==> config.mk <==
export PLATFORM = sky130hd
export DESIGN_NAME = seq_multiplier
export DESIGN_NICKNAME = d
export VERILOG_FILES = /design/src/rtl/seq_mult_pkg.sv /design/src/rtl/mult_add_stage.sv /design/src/rtl/seq_multiplier.sv
export SDC_FILE = /design/constraint.sdc
export NUM_CORES = 1
export LEC_CHECK = 0
export ABC_AREA = 1
export BUFFER_PORTS_ARGS = -buffer_cell sky130_fd_sc_hd__buf_2
export CORE_MARGIN = 5
export CORE_UTILIZATION = 58
export CTS_CLUSTER_DIAMETER = 100
export DETAILED_ROUTE_END_ITERATION = 8
export PLACE_DENSITY = 0.83
export SLEW_MARGIN = 20
export SYNTH_ARGS = -nofsm -noshare
export SYNTH_HDL_FRONTEND = slang
export SYNTH_SLANG_ARGS = --single-unit
export TNS_END_PERCENT = 100
==> constraint.sdc <==
create_clock -name clk -period 7.45 [get_ports clk]
set_clock_uncertainty 0.2 [all_clocks]
set_input_delay 0.745 -clock clk [delete_from_list [all_inputs] [get_ports clk]]
set_output_delay 0.745 -clock clk [all_outputs]
set_load 0.05 [all_outputs]
==> src/rtl/seq_mult_pkg.sv <==
// Shared types and sizing helpers for the shift-add sequential multiplier.
package seq_mult_pkg;

  localparam int DEFAULT_WIDTH = 32;

  typedef enum logic [1:0] {
    IDLE,
    RUN,
    DONE
  } state_t;

  // Iteration counter width; never zero, even for degenerate widths.
  function automatic int cnt_width(input int w);
    return (w > 1) ? $clog2(w) : 1;
  endfunction

endpackage

==> src/rtl/mult_add_stage.sv <==
// Combinational WIDTH-bit adder (carry-in fixed at 0) used by seq_multiplier.
module mult_add_stage #(
  parameter int WIDTH = 32
) (
  input  logic [WIDTH-1:0] x,
  input  logic [WIDTH-1:0] y,
  output logic [WIDTH-1:0] sum,
  output logic             carry
);

  assign {carry, sum} = {1'b0, x} + {1'b0, y};

endmodule

==> src/rtl/seq_multiplier.sv <==
// Iterative shift-add unsigned multiplier, one multiplier bit per clock.
// Optional early termination on exhausted multiplier bits: SEQ_MULT_EARLY_TERM_EN.
module seq_multiplier
  import seq_mult_pkg::*;
#(
  parameter int WIDTH = DEFAULT_WIDTH
) (
  input  logic               clk,
  input  logic               reset,
  input  logic               start,
  input  logic [WIDTH-1:0]   a,
  input  logic [WIDTH-1:0]   b,
  output logic               busy,
  output logic               done,
  output logic [2*WIDTH-1:0] product
);

  localparam int CNT_W = cnt_width(WIDTH);
  localparam logic [CNT_W-1:0] CNT_LAST = CNT_W'(WIDTH - 1);

  state_t             state, state_next;
  logic [CNT_W-1:0]   cnt;
  logic [WIDTH-1:0]   mcand, acc_hi, mplier;
  logic [WIDTH-1:0]   addend, sum;
  logic               carry;
  logic [2*WIDTH-1:0] shifted;
  logic [2*WIDTH-1:0] result;
  logic               last;

  assign addend = mplier[0] ? mcand : '0;

  mult_add_stage #(.WIDTH(WIDTH)) u_add (
    .x    (acc_hi),
    .y    (addend),
    .sum  (sum),
    .carry(carry)
  );

  // {carry, acc_hi, mplier} shifted right by one after the conditional add
  assign shifted = {carry, sum, mplier[WIDTH-1:1]};

`ifdef SEQ_MULT_EARLY_TERM_EN
  logic [CNT_W-1:0] rem;
  logic [WIDTH-1:0] pending;

  // Unprocessed multiplier bits sit in mplier[WIDTH-1-cnt:1]; above them are product bits.
  assign rem     = CNT_LAST - cnt;
  assign pending = (mplier >> 1) & ({WIDTH{1'b1}} >> 1 >> cnt);
  assign last    = (cnt == CNT_LAST) || (pending == '0);
  assign result  = shifted >> rem;
`else
  assign last    = (cnt == CNT_LAST);
  assign result  = shifted;
`endif

  always_ff @(posedge clk or posedge reset) begin
    if (reset) begin
      state <= IDLE;
    end else begin
      state <= state_next;
    end
  end

  always_comb begin
    state_next = state;
    case (state)
      IDLE:    if (start) state_next = RUN;
      RUN:     if (last)  state_next = DONE;
      DONE:    if (start) state_next = RUN;
      default: state_next = IDLE;
    endcase
  end

  always_ff @(posedge clk or posedge reset) begin
    if (reset) begin
      mcand   <= '0;
      acc_hi  <= '0;
      mplier  <= '0;
      cnt     <= '0;
      product <= '0;
    end else if (state != RUN) begin
      if (start) begin
        mcand  <= a;
        mplier <= b;
        acc_hi <= '0;
        cnt    <= '0;
      end
    end else begin
      acc_hi <= shifted[2*WIDTH-1:WIDTH];
      mplier <= shifted[WIDTH-1:0];
      cnt    <= cnt + 1'b1;
      if (last) begin
        product <= result;
      end
    end
  end

  // busy rises one edge after acceptance, so it spans WIDTH-1 cycles of a full run
  assign busy = (state == RUN) && (cnt != '0);
  assign done = (state == DONE);

endmodule

==> flow_summary.ini <==
[logic_synthesis]
muxShareOfSynthArea_pct = 0
synthesis.nets = 1370
synthAdderAreaFrac_pct = 5.025
synth_area_per_cell_um2 = 7.193
synth_area_leader_cell = dfrtp_1
yosys_warnings = 0
netlist_instances = 1267
ys_seq_elements = 167
synthTopCellsByArea = dfrtp_1 (46%), nand2_1 (24%), inv_1 (7.0%)
synth_xor_area_share_pct = 1.249
synth_top_family_by_area = simple AND/OR/NAND/NOR gates
netlist-cell-type-count = 30
synth_compound_area_share_pct = 6.494
synth-simple-area-share_pct = 32.14
synth_top_area_share_pct = 45.85
ys_seq_area_share_pct = 45.85
syn_area_mm2 = 0.009114

[route]
drtIter0Drc = 769
drc = 0
first_pass_iters = 5
wl_um = 23820
postRouteAntennaNets = 0
avgViaCountPerCell = 5.162
vias = 8290
wl_per_cell_um = 14.83

[layout]
fin_area_mm2 = 0.01048
layoutNonFillerInstCount = 1606
antennaDiodeCount = 0
layout_common_cells = nand2_1 (580), inv_1 (170), dfrtp_1 (166), buf_2 (132), nand3_1 (70)
final_common_cell = nand2_1
nNetsFinal = 1486
area_delta_synth_final_pct = 15.03
n_fill_cell = 1342
drive_above_1_share_pct = 13.76

[clocking]
clock_latency_ps = 430
htreeDepth = 4
cts_setup_buffers = 0
cts.root.buffer_cell = clkbuf_16
cts_max_path_buffers = 2
cts_resized = 0
cts-buffers-inserted = 17
path_clk_slew_ps = 70
hold_buffers = 0
cts_sinks = 167
cts_tree = yes

[worst_setup_path]
crit_path_start_kind = flop
worstReg2RegStart = state[0]$_DFFE_PP0P_
crit_type = reg -> reg
crit_chain = nand2_2 > inv_2 > nor2_4 > buf_4 > clkinv_1 > nand2_1 > nand2_1
crit_slowest_cell = clkinv_1
crit_family = buffers and inverters
critPathBufInv = 3
r2r_setup_slack_ps = 3590
cp.required_ps = 7550
endpoint_kind = flop
max_stage_delay_ps = 1000
rr_worst_depth = 7
cp.arrival_ps = 3960
path_max_fanout = 65
crit_top_cell = nand2_1
rr_endpoint = mcand[11]$_DFFE_PP0P_

[timing]
setup_slack_ps = 3590
slew_headroom_pct = 26.88
hold_viol_final = 0
timing.final.crit_period_ps = 3860
fmax_mhz = 259.0
grt_setup_unrepaired = false
drv_slew = 0
final-setup-viol-count = 0
fin_setup_tns_ps = 0
timing.final.crit_share_pct = 51.82
worst_pin_slew_ps = 1095

[global_route]
gr-usage-all-layers_pct = 26.91
grt_max_degree = 100
grt_overflow = 0
grt_pass1_wl_um = 39320
grt_pass1_vias = 8077
antenna_found_initial = 1

[placement]
dpl_worst_slack_ps = 3599
dp_cells = 1575
post_dp_cell_area_mm2 = 0.009915
io_buffers = 132
place_hpwl_um = 16790
gp_congestion = 0.9595

[status]
outcome = finished clean

[die]
rows = 45
core_area_mm2 = 0.01531
io_pins = 133
start_util_pct = 59.51
fp.dieH_um = 135.4
dieWidth_um = 135.4
die_area_mm2 = 0.01832

[worst_hold_path]
min_path_type = reg -> reg
hp-start = product[50]$_DFFE_PP0P_
hold_end = product[50]$_DFFE_PP0P_
whs_path_depth = 2

[power]
ir_worst_vdd_v = 0.0002913
power_leakage_nw = 6.229
power_density_mw_per_mm2 = 438.3

[flow_run]
drv_cap = 0
==> cell families (layout without fill, tap and decap cells) <==
| group | count (synthesis) | in the layout |
|---|---|---|
| compound gates | 104 | 104 |
| xor+xnor | 13 | 13 |
| fa+ha+maj | 36 | 36 |
| buf+inv | 216 | 344 |
| flops | 167 | 167 |
| simple gates | 731 | 731 |
==> cell type report <==
| cell class | count | area, um2 | share of cell area (%) |
|---|---|---|---|
| clock buffers | 19 | 452.9 | 4.320 |
| clock inverters | 12 | 115.1 | 1.098 |
| inverters | 176 | 665.6 | 6.349 |
| multi-input cells | 884 | 4108 | 39.18 |
| flip-flops and latches | 167 | 4180 | 39.87 |
| well taps | 211 | 264.0 | 2.518 |
| repair buffers | 137 | 698.2 | 6.660 |
==> worst max-delay path by stage <==
stage / startpoint / endpoint / slack [ps] / depth (start not counted)
2_1_floorplan: reset / acc_hi[0]$_DFFE_PP0P_ / 1990 / 1
3_3_place_gp: state[0]$_DFFE_PP0P_ / cnt[2]$_DFFE_PP0P_ / 3710 / 7
3_5_place_dp: state[0]$_DFFE_PP0P_ / cnt[2]$_DFFE_PP0P_ / 3600 / 7
4_1_cts: state[0]$_DFFE_PP0P_ / mcand[11]$_DFFE_PP0P_ / 3580 / 7
5_1_grt: state[0]$_DFFE_PP0P_ / mcand[13]$_DFFE_PP0P_ / 3280 / 7
6_report: state[0]$_DFFE_PP0P_ / mcand[11]$_DFFE_PP0P_ / 3590 / 7
==> routing by layer <==
layer	up-vias	GRT usage (%)	share of wire, %	wire [um]
met5	-	0	0.029	7
met2	329	41.26	45	10660
li1	4120	-	-	-
met4	2	8.791	2.3	549
met1	3788	37.42	44	10590
met3	51	7.169	8.4	2006
==> report_power, final <==
part	internal, mW	switching, mW	leakage, nW
clock network	0.455	0.394	0.273
logic	0.648	1.53	3.79
registers	1.30	0.264	2.16
==> registers in the layout, summed over array words and instances, names as in the netlist <==
signal and flops:
product 64, acc_hi 32, mcand 32, mplier 32, cnt 5, state 2
==> per-stage QoR <==
step	util, %	power (mW)	hold WS (ps)
6_report	68.46	4.595	270.4
3_3_place_gp	64.74	3.671	256.5
2_1_floorplan	-	3.169	241.7
4_1_cts	68.45	4.594	274.4
5_1_grt	68.46	4.926	292.5
3_5_place_dp	64.74	3.730	258.8
==> worst register-to-register path: cells and delay by family (launching register included) <==
| kind | cells | cell delay, ps |
|---|---|---|
| buf+inv | 3 | 2130 |
| simple gates | 4 | 990 |
| flops | 1 | 410 |
==> Yosys cell counts <==
cell      count
nand2_1     581
inv_1       171
dfrtp_1     167
nand3_1      70
nor2_1       47
o21ai_0      43
ha_1         35
buf_2        25
a21oi_1      20
clkbuf_1     15
o211ai_1     12
o21ai_1      12
a22oi_1      10
nand2_2      10
xnor2_1      10
nand3b_1      5
nor3_1        5
nand3_2       4
inv_2         3
nand4_1       3
nor2_2        3
o21bai_1      3
xor2_1        3
clkinv_1      2
o22ai_1       2
or2_1         2
a21o_1        1
a41oi_1       1
fa_1          1
nor4_1        1
Power figures use the tool's default switching activity.
